===== config.mk =====
export PLATFORM = sky130hd
export DESIGN_NAME = avr_addr_sequencer
export DESIGN_NICKNAME = d
export VERILOG_FILES = /design/src/rtl/avr_addr_sequencer.sv
export SDC_FILE = /design/constraint.sdc
export NUM_CORES = 1
export LEC_CHECK = 0
export BUFFER_PORTS_ARGS = -buffer_cell sky130_fd_sc_hd__buf_2
export CAP_MARGIN = 20
export CORE_MARGIN = 1.5
export CORE_UTILIZATION = 45
export DETAILED_ROUTE_END_ITERATION = 10
export SLEW_MARGIN = 20
export SYNTH_ARGS = -nofsm -noshare
export SYNTH_HDL_FRONTEND = slang
export SYNTH_SLANG_ARGS = --single-unit

===== constraint.sdc =====
create_clock -name avr_clk -period 3.1 [get_ports avr_clk]
set_input_delay 0.155 -clock avr_clk [delete_from_list [all_inputs] [get_ports avr_clk]]
set_output_delay 0.155 -clock avr_clk [all_outputs]
set_load 0.01 [all_outputs]

===== src/rtl/avr_addr_sequencer.sv =====
// Serial-load SRAM address sequencer: shifts an address in from the AVR, latches it,
// then advances it on AVR count strobes. Optional AVR_ADDR_AUTO_INC_EN adds oe/we increments.
module avr_addr_sequencer #(
  parameter int unsigned           ADDR_WIDTH = 21,
  parameter logic [ADDR_WIDTH-1:0] RESET_ADDR = '0
) (
  input  logic                  avr_clk,
  input  logic                  avr_reset,
  input  logic                  avr_si,
  input  logic                  avr_sreg_en,
  input  logic                  avr_counter,
  input  logic                  avr_oe,
  input  logic                  avr_we,
  output logic [ADDR_WIDTH-1:0] sram_addr,
  output logic                  addr_valid,
  output logic                  wrap,
  output logic                  load_err
);

  localparam int unsigned CW = $clog2(ADDR_WIDTH + 1);
  localparam logic [CW-1:0] FULL_COUNT = CW'(ADDR_WIDTH);

  typedef enum logic [1:0] {
    ST_SHIFT,
    ST_LOAD,
    ST_RUN
  } state_t;

  state_t                  state;
  logic [ADDR_WIDTH-1:0]   shreg;
  logic [CW-1:0]           bitcnt;
  logic                    cnt_prev;
  logic                    cnt_fall;
  logic                    inc_req;

  assign cnt_fall = cnt_prev & ~avr_counter;

`ifdef AVR_ADDR_AUTO_INC_EN
  logic oe_prev;
  logic we_prev;

  // End of an access (strobe rising) counts like a count strobe; coincident sources merge to one step.
  always_comb begin
    inc_req = cnt_fall | (~oe_prev & avr_oe) | (~we_prev & avr_we);
  end

  always_ff @(posedge avr_clk) begin
    if (avr_reset) begin
      oe_prev <= 1'b1;
      we_prev <= 1'b1;
    end else begin
      oe_prev <= avr_oe;
      we_prev <= avr_we;
    end
  end
`else
  logic unused_strobes;

  assign unused_strobes = ^{avr_oe, avr_we};

  always_comb begin
    inc_req = cnt_fall;
  end
`endif

  always_ff @(posedge avr_clk) begin
    if (avr_reset) begin
      state      <= ST_SHIFT;
      shreg      <= '0;
      bitcnt     <= '0;
      sram_addr  <= RESET_ADDR;
      addr_valid <= 1'b0;
      wrap       <= 1'b0;
      load_err   <= 1'b0;
      cnt_prev   <= 1'b1;
    end else begin
      wrap     <= 1'b0;
      load_err <= 1'b0;
      // History tracks every cycle so the first RUN cycle sees a true edge, not a stale one.
      cnt_prev <= avr_counter;
      case (state)
        ST_SHIFT: begin
          if (avr_sreg_en) begin
            state <= ST_LOAD;
          end else begin
            shreg <= {shreg[ADDR_WIDTH-2:0], avr_si};
            if (bitcnt != FULL_COUNT) begin
              bitcnt <= bitcnt + CW'(1);
            end
          end
        end
        ST_LOAD: begin
          sram_addr  <= shreg;
          load_err   <= (bitcnt < FULL_COUNT);
          addr_valid <= 1'b1;
          state      <= ST_RUN;
        end
        ST_RUN: begin
          if (!avr_sreg_en) begin
            state      <= ST_SHIFT;
            shreg      <= '0;
            bitcnt     <= '0;
            addr_valid <= 1'b0;
          end else if (inc_req) begin
            sram_addr <= sram_addr + ADDR_WIDTH'(1);
            wrap      <= &sram_addr;
          end
        end
        default: begin
          state <= ST_SHIFT;
        end
      endcase
    end
  end

endmodule


; Word level (Yosys, flattened, before mapping)
; Index checks and enable logic that the tools add are counted.
[classes]
n_addsub = 2
order_cmp = 1
n_eq_ne = 9
n_mux = 15
bitwise_logic = 6
reduce_logical = 11
[op_table]
columns = cell, n
row1 = two-way mux 21 bit, 4
row2 = one-hot mux 21 bit (2 select lines), 2
row3 = adder 21 x 1 -> 21 bit (second input constant), 1
row4 = AND reduction 21 bit, 1
row5 = two-way mux 5 bit, 3
row6 = != test 2 bit (second input constant), 6
row7 = one-hot mux 5 bit (2 select lines), 1
row8 = one-hot mux 2 bit (3 select lines), 1
row9 = AND reduction 3 bit, 2
row10 = adder 5 x 1 -> 5 bit (second input constant), 1
row11 = < comparator 5 bit (second input constant), 1
row12 = != test 5 bit (second input constant), 1
row13 = NOT 1 bit, 5
row14 = two-way mux 2 bit, 2
row15 = AND reduction 2 bit, 2
row16 = AND reduction 4 bit, 1
row17 = nonzero test 2 bit, 2
row18 = OR reduction 4 bit, 1
row19 = == test 2 x 1 -> 1 bit (second input constant), 1
row20 = == test 2 bit (second input constant), 1
row21 = zero test 2 bit, 1
row22 = one-hot mux 1 bit (2 select lines), 1
row23 = OR reduction 2 bit, 1
row24 = AND 1 bit, 1
row25 = two-way mux 1 bit, 1
[word_totals]
ff_bits = 53
in_bits = 7
out_inout_bits = 24

; Depth between registers and ports, before layout
[depth]
ltp_word = 5
depth_mapped = 7

; Worst setup path before layout
; Ideal clock, no wire load.
[synth_timing]
kind = reg2reg
startpoint = reg sram_addr[0]
endpoint = reg sram_addr[20]
arrival_ns = 1.620
path_slack_ns = 1.393
stages_incl_launch_ff = 7
period_less_slack_ns = 1.707
path_cell_list = dfxtp_1 > ha_1 > and4_1 > buf_4 > nand4_4 > o41a_1 > o31ai_1
[synth_between]
elab_chain_cells = 4
[synth_rtl]
columns = element, line
row1 = start: declaration, 14  ; output logic [ADDR_WIDTH-1:0] sram_addr,
row2 = start signal: assignment, 93  ; sram_addr <= shreg;
row3 = start signal: assignment, 105  ; sram_addr <= sram_addr + ADDR_WIDTH'(1);
row4 = adder 21 x 1 -> 21 bit, 105
row5 = two-way mux 21 bit, 104  ; end else if (inc_req) begin
row6 = two-way mux 21 bit, 99  ; if (!avr_sreg_en) begin
row7 = one-hot mux 21 bit (2 select lines), 81  ; case (state)
; No other way between the ends. The select of a mux whose other input is x is not followed.
; A chain may end at the register's enable or synchronous reset.

; Worst setup path in the final report
[layout_timing]
startpoint = reg sram_addr[5]
endpoint = reg sram_addr[19]
; The elaborated chain is that of the path after synthesis.

==> results_tabular.tex <==
\begin{tabular}{lr}
\hline
Metric & Value \\
\hline
\multicolumn{2}{l}{\textbf{Outcome}} \\
Result of the run & finished, final reports clean \\
\multicolumn{2}{l}{\textbf{Die}} \\
DIE WIDTH & 82.13 um \\
Die extent in y & 82.13 um \\
Number of placement rows & 28 \\
Area of the die & 6745 um2 \\
Boundary Pins & 31 \\
Core area & 5991 um2 \\
Initial Util & 47.03\% \\
\multicolumn{2}{l}{\textbf{Synth}} \\
Post-synth top area cell & dfxtp\_1 \\
Ys async rst share & 0\% \\
Simple-gate share of the synthesized area & 32.10\% \\
Yosys cell types & 58 \\
Synthesized flop and latch total & 53 \\
Xor/xnor cell area share of the yosys netlist & 0.6217\% \\
Cell types with the largest area share after synthesis & dfxtp\_1, a21oi\_1, nand3b\_1, nand2\_1, nor2\_1 \\
Main combinational cell family by area after synthesis & simple AND/OR/NAND/NOR gates \\
Mux contribution to synthesized area & 0.7105\% \\
Area of the mapped netlist & 2818 um2 \\
Synth Area in Compound Gates & 21.54\% \\
Fraction of post-synthesis cell area in the top cell type by area & 37.66\% \\
Cell count after synthesis & 343 \\
Fraction of the mapped netlist area in adder cells & 1.332\% \\
EDFF count, synth & 0 \\
Sequential element share of the synthesized area & 37.66\% \\
Syn Area/Cell & 8.215 um2 \\
Post-synthesis net count & 353 \\
Total of warnings raised by yosys & 0 \\
Post-synth top flop & dfxtp\_1 \\
\multicolumn{2}{l}{\textbf{Power}} \\
Combinational share of power & 9.8\% \\
Reported net switching power & 0.3331 mW \\
Portion of total power attributed to the clock network & 37.0\% \\
Maximum vdd drop & 0.1832 mV \\
Switching power as a share of total power & 24.93\% \\
Static leakage & 1.071 nW \\
Design internal power & 1.003 mW \\
Power density relative to cell area & 436.4 nW/um2 \\
Register share of total power & 53.2\% \\
Final total power & 1.336 mW \\
\multicolumn{2}{l}{\textbf{Critical path}} \\
Critical Path Start Type & flop \\
Capture point of the worst reg-to-reg path & sram\_addr[19] \\
Type of the setup path with the least slack & flop to flop \\
Data required, critical path & 3.29 ns \\
Top fanout value on the critical path & 9 \\
Largest stage delay on the critical path & 0.53 ns \\
CP arrival & 2.16 ns \\
R2r startpoint & sram\_addr[5] \\
Setup slack, reg-to-reg & 1.13 ns \\
FF-to-FF path depth & 4 \\
Worst setup startpoint & sram\_addr[5] \\
Type of element capturing the critical path & flop \\
Standard cell with the maximum stage delay on the critical path & dfxtp\_1 \\
Crit-path cells & and4\_1, nand4\_1, o311ai\_1, nand3\_1 \\
\multicolumn{2}{l}{\textbf{STA}} \\
Headroom to the max-slew limit & 55.47\% \\
Setup repair after global routing missed its margin & false \\
Crit path time final & 1.974 ns \\
Sum Neg Setup Slack & 0 ns \\
Period utilization & 63.69\% \\
Final hold vios & 0 \\
Worst clock skew on the final layout & 0.003865 ns \\
Actual slew at the worst max-slew pin & 0.6680 ns \\
Total of endpoints with negative setup slack in the final report & 0 \\
Final number of max-transition violations & 0 \\
Max Fclk & 0.5065 GHz \\
\multicolumn{2}{l}{\textbf{CTS}} \\
Clock sink count & 53 \\
CTS root buffer & clkbuf\_8 \\
H-Tree Depth & 2 \\
PostCTS Resize Cnt & 0 \\
Clock transition at the registers of the reported paths & 0.10 ns \\
Total clock buffers created by CTS & 5 \\
Post-cts hold buffer count & 0 \\
Number of buffers inserted by post-CTS setup repair & 0 \\
Clock latency reported for the late side of the worst-skew pair & 0.31 ns \\
Number of buffers between clock root and the deepest sink & 2 \\
CTS tree & built \\
\multicolumn{2}{l}{\textbf{Worst hold path}} \\
Path class of the lowest-slack min-delay path & input port to flop \\
Destination of the worst hold path & cnt\_prev \\
Launch point of the worst hold path & avr\_counter \\
Worst Hold Depth & 2 \\
\multicolumn{2}{l}{\textbf{Global route}} \\
Global-route wire length before repair & 12.29 mm \\
Number of antenna violations at the first check in global routing & 0 \\
Total overflow reported by the global router & 0 \\
Pin count of the biggest net entering global routing & 29 \\
Tot GR Track Use & 23.75\% \\
Via count of the first global-routing pass & 2384 \\
\multicolumn{2}{l}{\textbf{Finish}} \\
Antenna diodes & 0 \\
Finished Cell Area & 3062 um2 \\
Share of layout cells above drive strength 1 & 14.85\% \\
Commonest cells after routing, fill and taps aside & dfxtp\_1, nand2\_1, a21oi\_1, buf\_2 \\
Final nets & 366 \\
Most common cell after layout, fill and taps aside & dfxtp\_1 \\
Number of cells in the finished layout apart from fillers & 432 \\
Relative area change from synthesis to final layout & 8.659\% \\
\multicolumn{2}{l}{\textbf{Detailed routing}} \\
1st-pass router iterations & 5 \\
Routed wire length & 7.403 mm \\
Mean routed wirelength per cell & 17.14 um \\
First DRT Iteration DRCs & 198 \\
Vias & 2648 \\
Via-per-instance ratio & 6.130 \\
Residual DRC count & 0 \\
ANT nets after route & 0 \\
\multicolumn{2}{l}{\textbf{Placement}} \\
Cell Area, Placed & 2945 um2 \\
Routability cong. & 0.9004 \\
Port Buffers & 28 \\
Count of placed standard cells including taps & 424 \\
Detailed placer's ending HPWL & 5.031 mm \\
\multicolumn{2}{l}{\textbf{Job}} \\
\# Max-Cap Violations & 0 \\
\hline
\end{tabular}
-- metal layers --
layer  vias to the layer above  global-route usage (%)  wire length [um]
li1                       1296                       -                 -
met1                      1268                   35.38              3793
met2                        72                   35.57              3151
met3                        12                   3.077               338
met4                         0                   6.780               121
met5                         -                       0                 0
-- final cells by class --
class / instances / area, um2
inverters: 5 / 18.77
clock inverters: 1 / 30.03
well taps: 75 / 93.84
repair buffers: 34 / 185.2
flip-flops and latches: 53 / 1061
clock buffers: 7 / 86.33
fillers: 605 / 2929
multi-input cells: 257 / 1587
-- power by group through the flow --
stage	logic [mW]	clock network [mW]	registers, mW
2_1_floorplan	0.0991	0	0.725
3_3_place_gp	0.130	0	0.726
3_5_place_dp	0.131	0	0.726
4_1_cts	0.131	0.505	0.711
5_1_grt	0.148	0.534	0.714
6_report	0.131	0.494	0.711
-- synth_stat cells (3+ instances only) --
cell type / count
nand4_1: 11
dfxtp_1: 53
and2_1: 6
a32o_1: 3
ha_1: 3
nor2_1: 23
buf_2: 6
o21ai_0: 16
nand2_1: 37
a21oi_1: 36
nor4_1: 5
and4_1: 5
o22ai_1: 5
a21o_1: 3
buf_6: 4
clkbuf_1: 15
and3_1: 5
inv_1: 5
a211oi_1: 4
a31oi_1: 5
nand3_1: 14
nand2b_1: 3
nor3_1: 6
a22o_1: 4
nand3b_1: 23
-- how the worst max path moves through the flow --
stage	cells past startpoint	end
after floorplan	6	sram_addr[20]
after global placement	5	sram_addr[20]
after detailed placement	5	sram_addr[14]
after CTS	5	sram_addr[20]
after global routing	5	sram_addr[14]
final	4	sram_addr[19]
-- registers in the layout, summed over array words and instances, names as in the netlist --
register,cells
addr_valid,1
bitcnt,5
cnt_prev,1
load_err,1
shreg,21
sram_addr,21
state,2
wrap,1
-- critical path: cells and delay by family (launching register included) --
family | cells | cell delay [ns]
and+or+nand+nor | 3 | 0.94
AOI/OAI and AO/OA | 1 | 0.38
DFF | 1 | 0.53
-- cells by family after synthesis --
| family | Yosys count |
|---|---|
| and+or+nand+nor | 156 |
| buffers and inverters | 33 |
| AOI/OAI and AO/OA | 94 |
| DFF | 53 |
| muxes | 2 |
| adders and majority gates | 3 |
| xor gates and xnor gates | 2 |
-- per-stage QoR --
step	worst slack (ns)	util [%]	hold slack (ns)
6_report	1.126	51.11	0.05438
5_1_grt	0.9176	51.11	0.05894
4_1_cts	1.139	51.11	0.04791
3_5_place_dp	1.176	49.16	0.3685
3_3_place_gp	1.169	49.16	0.3627
2_1_floorplan	1.393	-	0.2616
(Power assumes the default switching activity.)
